### src/rtl/pll_seq_pkg.sv
// Shared definitions for the PLL reset sequencer: state encoding and width helpers.
package pll_seq_pkg;

    localparam int unsigned STATE_W = 3;

    typedef enum logic [STATE_W-1:0] {
        ST_RESET_PLL = 3'd0,
        ST_WAIT_LOCK = 3'd1,
        ST_STABILIZE = 3'd2,
        ST_RELEASE   = 3'd3,
        ST_RUN       = 3'd4,
        ST_FAULT     = 3'd5
    } state_e;

    // Ceiling log2; clog2(1) = 0.
    function automatic int unsigned clog2(input int unsigned v);
        int unsigned r;
        r = 0;
        for (int unsigned i = 0; i < 32; i++) begin
            if ((64'(1) << i) < 64'(v)) begin
                r = i + 1;
            end
        end
        return r;
    endfunction

    function automatic int unsigned max2(input int unsigned a, input int unsigned b);
        return (a > b) ? a : b;
    endfunction

endpackage

### src/rtl/pll_seq_sync_2ff.sv
// Two-flop bit synchronizer, asynchronously cleared to 0.
module sync_2ff (
    input  logic clk,
    input  logic resetn,
    input  logic d,
    output logic q
);

    logic meta;

    always_ff @(posedge clk or negedge resetn) begin
        if (!resetn) begin
            meta <= 1'b0;
            q    <= 1'b0;
        end else begin
            meta <= d;
            q    <= meta;
        end
    end

endmodule

### src/rtl/pll_reset_sequencer.sv
// Drives PLL RST/PWRDWN, qualifies LOCKED, and releases downstream domain resets in order,
// with bounded retry on lock timeout or lock loss.
module pll_reset_sequencer
    import pll_seq_pkg::*;
#(
    parameter int unsigned PLL_RST_CYCLES     = 16,
    parameter int unsigned LOCK_TIMEOUT       = 65535,
    parameter int unsigned LOCK_STABLE_CYCLES = 256,
    parameter int unsigned RELEASE_GAP        = 16,
    parameter int unsigned NUM_DOMAINS        = 2,
    parameter int unsigned MAX_RETRIES        = 3,
    localparam int unsigned RETRY_W = (clog2(MAX_RETRIES + 1) > 0) ? clog2(MAX_RETRIES + 1) : 1
) (
    input  logic                   clk,
    input  logic                   resetn,
    input  logic                   pll_locked,
    input  logic                   soft_reset_req,
    output logic                   pll_rst,
    output logic                   pll_pwrdwn,
    output logic [NUM_DOMAINS-1:0] domain_reset_n,
    output logic                   ready,
    output logic                   error,
    output logic [RETRY_W-1:0]     retry_count,
    output logic [STATE_W-1:0]     state
);

    localparam int unsigned CNT_MAX = max2(max2(PLL_RST_CYCLES, LOCK_TIMEOUT),
                                           max2(LOCK_STABLE_CYCLES, RELEASE_GAP));
    localparam int unsigned CNT_W   = clog2(CNT_MAX + 1);
    localparam int unsigned IDX_W   = clog2(NUM_DOMAINS + 1);

    localparam logic [CNT_W-1:0]   RST_LAST     = CNT_W'(PLL_RST_CYCLES - 1);
    localparam logic [CNT_W-1:0]   TIMEOUT_LAST = CNT_W'(LOCK_TIMEOUT - 1);
    // The WAIT_LOCK cycle that first saw lock counts toward the stable window.
    localparam logic [CNT_W-1:0]   STAB_LAST    = CNT_W'((LOCK_STABLE_CYCLES >= 2) ? LOCK_STABLE_CYCLES - 2 : 0);
    localparam logic [CNT_W-1:0]   GAP_LAST     = CNT_W'(RELEASE_GAP - 1);
    localparam logic [IDX_W-1:0]   IDX_LAST     = IDX_W'(NUM_DOMAINS - 1);
    localparam logic [RETRY_W-1:0] RETRY_MAX    = RETRY_W'(MAX_RETRIES);

    state_e                 state_q, state_d;
    logic [CNT_W-1:0]       cnt_q, cnt_d;
    logic [IDX_W-1:0]       idx_q, idx_d;
    logic [RETRY_W-1:0]     retry_q, retry_d;
    logic [NUM_DOMAINS-1:0] dom_q, dom_d;
    logic                   pll_rst_q, pll_rst_d;
    logic                   pwrdwn_q, pwrdwn_d;
    logic                   ready_q, ready_d;
    logic                   error_q, error_d;
    logic                   locked_s;
    logic                   fail;

    sync_2ff u_lock_sync (
        .clk    (clk),
        .resetn (resetn),
        .d      (pll_locked),
        .q      (locked_s)
    );

    // State, counters and registered outputs.
    always_ff @(posedge clk or negedge resetn) begin
        if (!resetn) begin
            state_q   <= ST_RESET_PLL;
            cnt_q     <= '0;
            idx_q     <= '0;
            retry_q   <= '0;
            dom_q     <= '0;
            pll_rst_q <= 1'b1;
            pwrdwn_q  <= 1'b0;
            ready_q   <= 1'b0;
            error_q   <= 1'b0;
        end else begin
            state_q   <= state_d;
            cnt_q     <= cnt_d;
            idx_q     <= idx_d;
            retry_q   <= retry_d;
            dom_q     <= dom_d;
            pll_rst_q <= pll_rst_d;
            pwrdwn_q  <= pwrdwn_d;
            ready_q   <= ready_d;
            error_q   <= error_d;
        end
    end

    // Next state and counters; lock checks precede timeout/step decisions so lock events win.
    always_comb begin
        state_d = state_q;
        cnt_d   = cnt_q + CNT_W'(1);
        idx_d   = idx_q;
        retry_d = retry_q;
        fail    = 1'b0;

        case (state_q)
            ST_RESET_PLL: begin
                if (cnt_q == RST_LAST) begin
                    state_d = ST_WAIT_LOCK;
                    cnt_d   = '0;
                end
            end
            ST_WAIT_LOCK: begin
                if (locked_s) begin
                    state_d = (LOCK_STABLE_CYCLES == 1) ? ST_RELEASE : ST_STABILIZE;
                    cnt_d   = '0;
                    idx_d   = '0;
                end else if (cnt_q == TIMEOUT_LAST) begin
                    fail = 1'b1;
                end
            end
            ST_STABILIZE: begin
                if (!locked_s) begin
                    fail = 1'b1;
                end else if (cnt_q == STAB_LAST) begin
                    state_d = ST_RELEASE;
                    cnt_d   = '0;
                    idx_d   = '0;
                end
            end
            ST_RELEASE: begin
                if (!locked_s) begin
                    fail = 1'b1;
                end else if (cnt_q == GAP_LAST) begin
                    cnt_d = '0;
                    if (idx_q == IDX_LAST) begin
                        state_d = ST_RUN;
                        retry_d = '0;
                    end else begin
                        idx_d = idx_q + IDX_W'(1);
                    end
                end
            end
            ST_RUN: begin
                cnt_d = '0;
                if (!locked_s) begin
                    state_d = ST_RESET_PLL;
                end
            end
            ST_FAULT: begin
                cnt_d = '0;
            end
            default: begin
                state_d = ST_RESET_PLL;
                cnt_d   = '0;
            end
        endcase

        if (fail) begin
            cnt_d = '0;
            if (retry_q < RETRY_MAX) begin
                retry_d = retry_q + RETRY_W'(1);
                state_d = ST_RESET_PLL;
            end else begin
                state_d = ST_FAULT;
            end
        end

        if (soft_reset_req) begin
            state_d = ST_RESET_PLL;
            cnt_d   = '0;
            idx_d   = '0;
            retry_d = '0;
        end
    end

    // Output values registered alongside the state they belong to.
    always_comb begin
        pll_rst_d = (state_d == ST_RESET_PLL) || (state_d == ST_FAULT);
        pwrdwn_d  = (state_d == ST_FAULT);
        error_d   = (state_d == ST_FAULT);
        ready_d   = (state_d == ST_RUN);
        dom_d     = '0;
        if ((state_d == ST_RELEASE) || (state_d == ST_RUN)) begin
            dom_d = dom_q;
            if ((state_q == ST_RELEASE) && (cnt_q == GAP_LAST)) begin
                for (int unsigned i = 0; i < NUM_DOMAINS; i++) begin
                    if (idx_q == IDX_W'(i)) begin
                        dom_d[i] = 1'b1;
                    end
                end
            end
        end
    end

    assign pll_rst        = pll_rst_q;
    assign pll_pwrdwn     = pwrdwn_q;
    assign domain_reset_n = dom_q;
    assign ready          = ready_q;
    assign error          = error_q;
    assign retry_count    = retry_q;
    assign state          = state_q;

endmodule

### config.mk
export PLATFORM = sky130hd
export DESIGN_NAME = pll_reset_sequencer
export DESIGN_NICKNAME = d
export VERILOG_FILES = /design/src/rtl/pll_seq_pkg.sv /design/src/rtl/pll_seq_sync_2ff.sv /design/src/rtl/pll_reset_sequencer.sv
export SDC_FILE = /design/constraint.sdc
export NUM_CORES = 1
export LEC_CHECK = 0
export CELL_PAD_IN_SITES_DETAIL_PLACEMENT = 1
export CELL_PAD_IN_SITES_GLOBAL_PLACEMENT = 1
export CORE_ASPECT_RATIO = 1.4
export CORE_MARGIN = 2
export CORE_UTILIZATION = 26
export CTS_BUF_LIST = sky130_fd_sc_hd__clkbuf_8
export DETAILED_ROUTE_END_ITERATION = 6
export PLACE_DENSITY_LB_ADDON = 0.1
export SETUP_SLACK_MARGIN = 0.02
export SYNTH_ARGS = -nofsm -noshare
export SYNTH_HDL_FRONTEND = slang
export SYNTH_SLANG_ARGS = --single-unit
### constraint.sdc
create_clock -name clk -period 6.5 [get_ports clk]
set_clock_uncertainty 0.1 [all_clocks]
set_input_delay 1.625 -clock clk [delete_from_list [all_inputs] [get_ports clk]]
set_output_delay 1.625 -clock clk [all_outputs]
set_load 0.1 [all_outputs]
==> results.md <==
- GRT Total Usage: between 10% and 20%
- Pwr Density: roughly 200 nW/µm²
- Overflow after GRT: 0
- Sequential cell fraction of total power: between 40 and 50%
- 1st-pass router iterations: 3
- First-pass GRT wire length: ~7300 µm
- EDFF count, synth: 0
- Comb pwr share: ~3.6%
- Setup Total Neg Slack: 0 ps
- Vias in the first global route: 1457
- Initial core utilization: between 20 and 30%
- CP Capture Type: output port
- Worst skew pair latency: between 200 and 300 ps
- Clock Path Buffers: 2
- Internal Power: approximately 300 µW
- Fillers: between 700 and 800
- Final slew viol count: 0
- Outcome: completed
- Worst hold-check path type: flop to flop
- Sw Ratio: between 20% and 30%
- Initial antenna violation count: 0
- WP data required: about 4800 ps
- Detailed-route DRC error count: 0
- Pin count of the biggest net entering global routing: 31
- Post-CTS Setup Bufs: 0
- NetSw: 86.07 µW
- Gates resized, CTS repair: 0
- Hold depth: 0
- Die X: approximately 70 µm
- Startpoint of the worst hold path: u_lock_sync.meta
- Asr flop ratio synth: between 90% and 100%
- Worst reg2reg path startpoint: cnt_q[5]
- # diodes: 0
- Worst setup SP type: flop
- Area grow syn2layout: 16.13%
- CTS clock-pin slew for the worst setup and hold paths: around 60 ps
- Synth warn: 0
- WL final: roughly 4200 µm
- Buffer and inverter count on the worst path: 1
- Cts bufs inserted: 5
- Die height: a little under 100 µm
- CTS Sinks: 30
- Vias per cell: around 5.1
- Top post-synthesis cells by area: dfrtp_1 43%, nor2_1 6.7%, xor2_1 4.2%
- #FFs+latches synth: 30
- Synth cell types: 53
- Final setup fails: 0
- Final net count: around 190
- CP startpoint: state[0]
- Worst rel slew slack: around a third
- Area of the mapped netlist: roughly 1700 µm²
- Worst Path Arrival: 2070 ps
- Path type of the worst setup path: flop to output port
- Syn Area/Cell: ~10 µm²
- Seq/Total Area, Yosys: 44.68%
- CTS tree: yes
- Root buffer cell: clkbuf_8
- Ports: 15
- Static Leakage: just over 0.8 nW
- Crit Path Max Fanout: 13
- Worst vdd ir: 0.00007229 V
- Core area: 6254 µm²
- Iter 0 DRT Violations: 31
- Ys flop type: dfrtp_1
- H-tree levels: 2
- Mapped Nets: around 170
- Worst Reg-to-Reg Cells: 6
- Layout cells sized above 1: roughly an eighth
- Hold Fails Final Rpt: 0
- Final period util: between 50% and 60%
- Top delay family on crit path: buffers and inverters
- Cells after synthesis: 164
- Max incr delay on CP: 1210 ps
- RSZ-0062 raised after global routing: no
- GP Congestion: 0.7988
- WL/cell: about 16 µm
- Yosys top cell by area: dfrtp_1
- Clock power share: between 40% and 50%
- CP Cell Sequence: clkdlybuf4s50_1
- Rows: 34
- Worst-Margin Slew: a little under 1000 ps
- CP max stage cell: clkdlybuf4s50_1
- Min Hold Slack: about 250 ps
- DIE AREA: roughly 7100 µm²
- Max-Cap Viols: 0
- Dpl hpwl: approximately 3100 µm
- CP Depth: 1
- Post-route ant nets: 0
- Post-synth top area share: around 43%
- Via count: approximately 1.3k
- PortBufs: 14
- Fmax: 0.2632 GHz
- FF-to-FF setup slack: 3910 ps
- Tmin final: roughly 3800 ps
- Post-CTS Hold Buffers: 0
## placed cells by master, fill, tap and decap left out, types with 2 or more instances in the layout
master           synthesis  final
dfrtp_1                 29     29
nand2_1                 10     10
nand2b_1                 2      2
nand3_1                  7      7
or4_1                    2      2
xor2_1                   8      8
xnor2_1                  6      6
nor3_1                   2      2
clkdlybuf4s50_1          0     14
ha_1                     5      5
nor2b_1                  2      2
o21ai_1                  2      2
clkbuf_8                 1      8
nor2_1                  30     30
a211oi_1                 2      2
nand4_1                  3      3
a21oi_1                  4      4
inv_1                    8      8
and4_2                   2      2
and3_1                   2      2
o211ai_1                 3      3
## synth_stat cells (3+ instances only)
| library cell | count |
|---|---|
| xnor2_1 | 6 |
| xor2_1 | 8 |
| nand2_1 | 10 |
| nand3_1 | 7 |
| nor2_1 | 30 |
| ha_1 | 5 |
| dfrtp_1 | 29 |
| a21oi_1 | 4 |
| o211ai_1 | 3 |
| inv_1 | 8 |
| nand4_1 | 3 |
## worst paths after layout
| kind | endpoint |
|---|---|
| max in group asynchronous | pll_rst |
| setup reg to reg | domain_reset_n[0] |
| hold reg to reg | u_lock_sync.q |
| min in group asynchronous | retry_count[1] |
| hold / removal | u_lock_sync.q |
| setup / recovery | state[0] |
## sequential cells by signal, indices dropped and copies added (netlist names)
name              flops
ready                 1
pll_rst               1
state                 3
cnt_q                16
idx_q                 2
u_lock_sync.q         1
u_lock_sync.meta      1
error                 1
domain_reset_n        2
retry_count           2
## per-layer routing
| layer | vias to the layer above | track usage [%] | share of wire [%] |
|---|---|---|---|
| met4 | 0 | 7.692 | 3.9 |
| li1 | 606 | - | - |
| met2 | 21 | 24.36 | 54 |
| met1 | 654 | 13.92 | 40 |
| met3 | 12 | 2.533 | 2.5 |
| met5 | - | 0 | 0 |
## stage by stage
stage          cell area, µm²  setup WS, ps  util (%)  total power, mW  cells
2_1_floorplan            1683          3451         -           0.2046    164
3_3_place_gp             1844          2976     29.49           0.2108    245
3_5_place_dp             1844          2873     29.49           0.2114    245
4_1_cts                  1954          2681     31.25           0.3963    253
5_1_grt                  1954          2664     31.25           0.4050    253
6_report                 1954          2701     31.25           0.3865    253
## final cells by class
| class | instances | area [µm²] | share of cell area, % |
|---|---|---|---|
| Inverter | 8 | 30.03 | 1.536 |
| Multi-Input combinational cell | 120 | 824.5 | 42.19 |
| Clock buffer | 8 | 110.1 | 5.634 |
| Sequential cell | 30 | 752.0 | 38.48 |
| Timing Repair Buffer | 15 | 147.6 | 7.554 |
| Tap cell | 72 | 90.09 | 4.609 |
## power by group through the flow
stage	Sequential (mW)	Combinational [mW]	Clock, mW
6_report	0.193	0.0141	0.180
3_3_place_gp	0.196	0.0145	0
2_1_floorplan	0.195	0.00992	0
5_1_grt	0.193	0.0160	0.196
4_1_cts	0.193	0.0150	0.188
3_5_place_dp	0.196	0.0151	0
## cells by family (layout without fill, tap and decap cells)
kind of cell | count (synthesis) | after routing | share of synthesized area, %
and+or+nand+nor | 74 | 74 | 24.91
DFF | 30 | 30 | 44.68
AOI/OAI and AO/OA | 26 | 26 | 12.42
xor gates and xnor gates | 14 | 14 | 7.286
buffers and inverters | 14 | 31 | 6.319
adders and majority gates | 5 | 5 | 3.717
muxes | 1 | 1 | 0.6691
Note: power is estimated with default switching activity, not from simulation.
